===== src/rtl/sparse_pkg.sv =====
// Shared types and helpers for the sparse convolution datapath blocks.
package sparse_pkg;

    typedef enum logic [1:0] {
        ACCUM  = 2'd0,
        SETTLE = 2'd1,
        DRAIN  = 2'd2
    } state_e;

    function automatic int unsigned win_depth(input int unsigned row_length,
                                              input int unsigned filter_size);
        return row_length - filter_size + 1;
    endfunction

    // The offset is only formed after the ordering test, so it never wraps.
    function automatic logic hit_test(input int unsigned in_idx,
                                      input int unsigned w_idx,
                                      input int unsigned depth);
        return (in_idx >= w_idx) && ((in_idx - w_idx) <= (depth - 1));
    endfunction

endpackage


===== src/rtl/sparse_mac_acc_sat_add.sv =====
// Accumulator adder: zero-extends the addend, reports carry-out, and either
// clamps to all-ones or wraps depending on SATURATE.
module sat_add #(
    parameter int unsigned ACC_W    = 20,
    parameter int unsigned IN_W     = 16,
    parameter bit          SATURATE = 1'b1
) (
    input  logic [ACC_W-1:0] a,
    input  logic [IN_W-1:0]  b,
    output logic [ACC_W-1:0] sum_c,
    output logic             ovf_c
);

    localparam int unsigned EXT_W = ACC_W + 1;

    logic [EXT_W-1:0] full;

    assign full  = {1'b0, a} + EXT_W'(b);
    assign ovf_c = full[ACC_W];

    always_comb begin
        sum_c = full[ACC_W-1:0];
        if (SATURATE && ovf_c) begin
            sum_c = '1;
        end
    end

endmodule


===== src/rtl/sparse_mac_acc.sv =====
// Sparse MAC accumulator: index-matched activation/weight pairs are multiplied
// into a per-offset bank, which is drained in offset order on flush.
module sparse_mac_acc
    import sparse_pkg::*;
#(
    parameter int unsigned ROW_LENGTH  = 28,
    parameter int unsigned FILTER_SIZE = 5,
    parameter int unsigned DATA_W      = 8,
    parameter int unsigned IDX_W       = 8,
    parameter int unsigned ACC_W       = 20,
    parameter bit          SATURATE    = 1'b1
) (
    input  logic              clk,
    input  logic              rst,
    input  logic              in_valid,
    output logic              in_ready,
    input  logic [DATA_W-1:0] in_data,
    input  logic [IDX_W-1:0]  in_index,
    input  logic [DATA_W-1:0] w_data,
    input  logic [IDX_W-1:0]  w_index,
    input  logic              flush,
    output logic              busy,
    output logic              out_valid,
    input  logic              out_ready,
    output logic [ACC_W-1:0]  out_data,
    output logic [IDX_W-1:0]  out_index,
    output logic              out_last,
    output logic              ovf
);

    localparam int unsigned N      = win_depth(ROW_LENGTH, FILTER_SIZE);
    localparam int unsigned PTR_W  = (N > 1) ? $clog2(N) : 1;
    localparam int unsigned PROD_W = 2 * DATA_W;

    state_e            state;
    state_e            state_nxt;
    logic              settle_cnt;
    logic [PTR_W-1:0]  ptr;
    logic [ACC_W-1:0]  acc [N];

    logic              s1_valid;
    logic              s1_hit;
    logic [PTR_W-1:0]  s1_off;
    logic [PROD_W-1:0] s1_prod;

    logic              in_fire;
    logic              out_fire;
    logic              last_entry;
    logic              hit_c;
    logic [ACC_W-1:0]  add_sum;
    logic              add_ovf;

    assign in_ready   = (state == ACCUM);
    assign busy       = (state != ACCUM);
    assign out_valid  = (state == DRAIN);
    assign in_fire    = in_valid && in_ready;
    assign out_fire   = out_valid && out_ready;
    assign last_entry = (ptr == PTR_W'(N - 1));
    assign hit_c      = hit_test(32'(in_index), 32'(w_index), N);

    // Drain outputs are masked to zero outside DRAIN.
    assign out_data  = out_valid ? acc[ptr] : '0;
    assign out_index = out_valid ? IDX_W'(ptr) : '0;
    assign out_last  = out_valid && last_entry;

    sat_add #(
        .ACC_W    (ACC_W),
        .IN_W     (PROD_W),
        .SATURATE (SATURATE)
    ) u_sat_add (
        .a     (acc[s1_off]),
        .b     (s1_prod),
        .sum_c (add_sum),
        .ovf_c (add_ovf)
    );

    always_ff @(posedge clk) begin
        if (rst) begin
            state <= ACCUM;
        end else begin
            state <= state_nxt;
        end
    end

    always_comb begin
        state_nxt = state;
        unique case (state)
            ACCUM:   if (flush) state_nxt = SETTLE;
            SETTLE:  if (settle_cnt) state_nxt = DRAIN;
            DRAIN:   if (out_fire && last_entry) state_nxt = ACCUM;
            default: state_nxt = ACCUM;
        endcase
    end

    // S1: register product, offset and hit for an accepted pair.
    always_ff @(posedge clk) begin
        if (rst) begin
            s1_valid <= 1'b0;
            s1_hit   <= 1'b0;
            s1_off   <= '0;
            s1_prod  <= '0;
        end else begin
            s1_valid <= in_fire;
            if (in_fire) begin
                s1_hit  <= hit_c;
                s1_off  <= hit_c ? PTR_W'(in_index - w_index) : '0;
                s1_prod <= PROD_W'(in_data) * PROD_W'(w_data);
            end
        end
    end

    // SETTLE lasts two cycles, long enough for S1 and S2 to empty.
    always_ff @(posedge clk) begin
        if (rst) begin
            settle_cnt <= 1'b0;
        end else begin
            settle_cnt <= (state == SETTLE) ? ~settle_cnt : 1'b0;
        end
    end

    // S2 read-modify-write and drain-side clearing share the bank.
    always_ff @(posedge clk) begin
        if (rst) begin
            for (int i = 0; i < int'(N); i++) begin
                acc[i] <= '0;
            end
            ptr <= '0;
            ovf <= 1'b0;
        end else begin
            if (s1_valid && s1_hit) begin
                acc[s1_off] <= add_sum;
                if (add_ovf) begin
                    ovf <= 1'b1;
                end
            end
            if (out_fire) begin
                acc[ptr] <= '0;
                if (last_entry) begin
                    ptr <= '0;
                    ovf <= 1'b0;
                end else begin
                    ptr <= ptr + 1'b1;
                end
            end
        end
    end

endmodule


===== config.mk =====
export PLATFORM = sky130hd
export DESIGN_NAME = sparse_mac_acc
export DESIGN_NICKNAME = d
export VERILOG_FILES = /design/src/rtl/sparse_pkg.sv /design/src/rtl/sparse_mac_acc_sat_add.sv /design/src/rtl/sparse_mac_acc.sv
export SDC_FILE = /design/constraint.sdc
export NUM_CORES = 2
export LEC_CHECK = 0
export BUFFER_PORTS_ARGS = -buffer_cell sky130_fd_sc_hd__buf_2
export CELL_PAD_IN_SITES_DETAIL_PLACEMENT = 0
export CELL_PAD_IN_SITES_GLOBAL_PLACEMENT = 1
export CORE_AREA = 2 2 267 269
export DETAILED_ROUTE_END_ITERATION = 10
export DIE_AREA = 0 0 269 271
export PLACE_DENSITY = 0.8
export REMOVE_ABC_BUFFERS = 1
export SYNTH_ARGS = -nofsm -noshare
export SYNTH_HDL_FRONTEND = slang
export SYNTH_SLANG_ARGS = --single-unit

===== constraint.sdc =====
create_clock -name clk -period 6.4 [get_ports clk]
set_input_delay 1.28 -clock clk [delete_from_list [all_inputs] [get_ports clk]]
set_output_delay 1.28 -clock clk [all_outputs]
set_load 0.01 [all_outputs]

==> results.ini <==
[status]
outcome=finished clean

[final_layout]
layout.nets=3477
mostFrequentLayoutCell=dfxtp_1
final_area_um2=39400
stdcell_count=4334
drive_gt1_share_pct=23.0
area_growth_pct=11.5
final_cell_mix=dfxtp_1, nand2_1, o21ai_0
final_core_util_pct=56.5

[placed_design]
placed_cell_area_um2=36900
placed_cells=4196
detailed_place_hpwl_um=78200
io_buffers=66
pre_cts_slack_ns=0.410
gp_congestion=0.956

[cts]
numCtsBuffers=74
clk_latency_ns=0.63
cts_tree=yes
clock_path_buffers=3
htree_levels=3
ctsHoldBuffers=0
clkTransAtPathRegs_ns=0.06
cts.sinks=682
cts_root_buffer=clkbuf_16

[synth]
yosysUniqueCellTypes=75
synthesis.area_um2=35400
synth_edf_count=0
synthCells=3397
synthTopCellsByArea=dfxtp_1, mux4_2, o21ai_0
yosys_warnings=0
async_flop_share_pct=0
synth.avg_cell_area_um2=10.4
synth_seq_area_share_pct=38.6
yosys.area.top_type_share_pct=38.6
ys.flop_type=dfxtp_1
yosysTopAreaCell=dfxtp_1
synth-seq-cells=682

[die]
row_count=97
io_pins=70
dieWidth_um=269
start_util_pct=50.7
design.core.area_um2=69800
dieArea_um2=72900
fp.dieH_um=271

[global_route]
overflow=0
grt_max_degree=55
grt_pass1_wl_um=189000
track_usage_pct=35.5
grt_pass1_vias=29100
antenna_found_initial=1

[setup_path]
cp.arrival_ns=6.46
cp-start-kind=flip-flop
worstPathMaxFanout=32
r2r-end=acc[16][6]
worstPathRequired_ns=6.84
cp-end-kind=flip-flop
r2r_cells=13
crit_end=acc[16][6]
rrSetupSlack_ns=0.39
critPathKind=flip-flop to flip-flop

[route]
drt_iter0_drc=3451
dr_wl_met2_um=56300
wire_per_inst_um=29.5
viasPerCell=6.74
dr.max_layer_used=met4
num_vias=29200
wirelength_met1_um=48300
ant_nets=0
drtPass1Iterations=5
dr_wl_met3_um=15100
wl_um=128000
drcViolationCount=0

[sta]
fin_ws_ns=0.386
period_share_pct=94.0
fmax_mhz=166
hold_viol_final=0
worst_pin_slew_ns=1.23
slew-limit-headroom_pct=18.0
fin_setup_tns_ns=0
fin_hold_ws_ns=0.453
min_period_ns=6.01
final.setup_skew_ns=0.0245
slew_viol_final=0
finalSetupViolations=0
rsz0062_at_grt=false

[worst_hold_path]
holdCritPathClass=flip-flop to flip-flop

[power_and_ir_drop]
ir_drop_mv=0.180
power_leakage_nw=13.6
total_power_mw=9.98
p_per_area_nw_per_um2=253

[job]
drv_cap=0

-- power breakdown --
group	internal (mW)	switching [mW]
clock	2.70	1.81
sequential	4.28	0.0529
combinational	0.381	0.757
-- registers in the layout, indices dropped and copies added (netlist names), named ones only --
| signal | cells |
|---|---|
| state | 2 |
| s1_prod | 16 |
| ovf | 1 |
| settle_cnt | 1 |
| acc | 640 |
| s1_valid | 1 |
| s1_off | 5 |
| ptr | 5 |
| s1_hit | 1 |
-- layout make-up --
cell class | count | area, um^2
antenna | 1 | 2.50
inverter | 92 | 345
clock inverter | 24 | 332
clock buffer | 107 | 2190
multi-input combinational | 2325 | 20600
fill | 5957 | 30400
tap | 940 | 1180
timing repair buffer | 163 | 1140
sequential | 682 | 13700
-- routing by layer --
metal  track usage [%]  up-vias
li1                  -    12300
met1              46.7    14500
met2              53.0     1886
met3              8.69      445
met5                 0        -
met4              20.7        0
-- worst max-delay path, stage by stage, from the launching register on --
cell	delay [ns]
dfxtp_4	0.76
buf_4	0.41
mux4_2	0.55
mux4_2	0.48
mux2_2	0.32
fa_1	0.47
a211oi_1	0.35
o21ai_1	0.15
nand3_1	0.14
a32oi_1	0.20
a21oi_1	0.46
nor3_4	0.23
nor2_2	0.98
o21ai_0	0.28
-- synthesized netlist by cell type (6+ instances only) --
| cell | instances |
|---|---|
| nand3b_1 | 6 |
| o21ai_1 | 26 |
| buf_4 | 11 |
| fa_1 | 38 |
| a22o_1 | 74 |
| buf_2 | 40 |
| a211oi_1 | 104 |
| o31ai_1 | 6 |
| a221oi_1 | 8 |
| a22oi_1 | 13 |
| ha_1 | 64 |
| o21ai_0 | 432 |
| nor2_2 | 15 |
| a21o_1 | 7 |
| nor3b_1 | 6 |
| buf_1 | 36 |
| inv_1 | 90 |
| nor2b_1 | 10 |
| mux2_2 | 18 |
| a211oi_2 | 12 |
| mux2i_1 | 60 |
| nand2_1 | 505 |
| dfxtp_1 | 682 |
| o22ai_1 | 34 |
| mux4_2 | 369 |
| clkbuf_1 | 202 |
| nor3_1 | 23 |
| o21a_1 | 9 |
| mux2_4 | 6 |
| xnor2_1 | 17 |
| and3_1 | 7 |
| and2_1 | 62 |
| a21oi_1 | 87 |
| xor2_1 | 9 |
| buf_6 | 8 |
| nor2_1 | 194 |
| nand3_1 | 29 |
| o211ai_1 | 6 |
-- cell families (layout without fill, tap and decap cells) --
family                     Yosys count  in the layout  synth area share (%)
xor gates and xnor gates            26             26                 0.644
DFF                                682            682                  38.6
and+or+nand+nor                    897            897                  11.0
adders and majority gates          102            102                  4.41
AOI/OAI and AO/OA                  839            839                  14.4
muxes                              458            458                  26.4
other                                1              4                0.0106
buffers and inverters              392            386                  4.60
-- worst min path at each step --
stage                          start    endpoint  slack, ns  depth (start not counted)
final                     settle_cnt  settle_cnt       0.45                          1
after global routing      settle_cnt  settle_cnt       0.48                          1
after CTS                 settle_cnt  settle_cnt       0.44                          1
after detailed placement  settle_cnt  settle_cnt       0.43                          1
after global placement    settle_cnt  settle_cnt       0.42                          1
after floorplan           settle_cnt  settle_cnt       0.41                          1
-- timing repair --
| action | 4_1_cts | 5_1_grt |
|---|---|---|
| setup buffers | 0 | 5 |
| endpoints found under the hold margin | 0 | 0 |
| endpoints found under the setup margin | 0 | 67 |
| resized for setup | 0 | 2 |
Note: power is estimated with default switching activity, not from simulation.
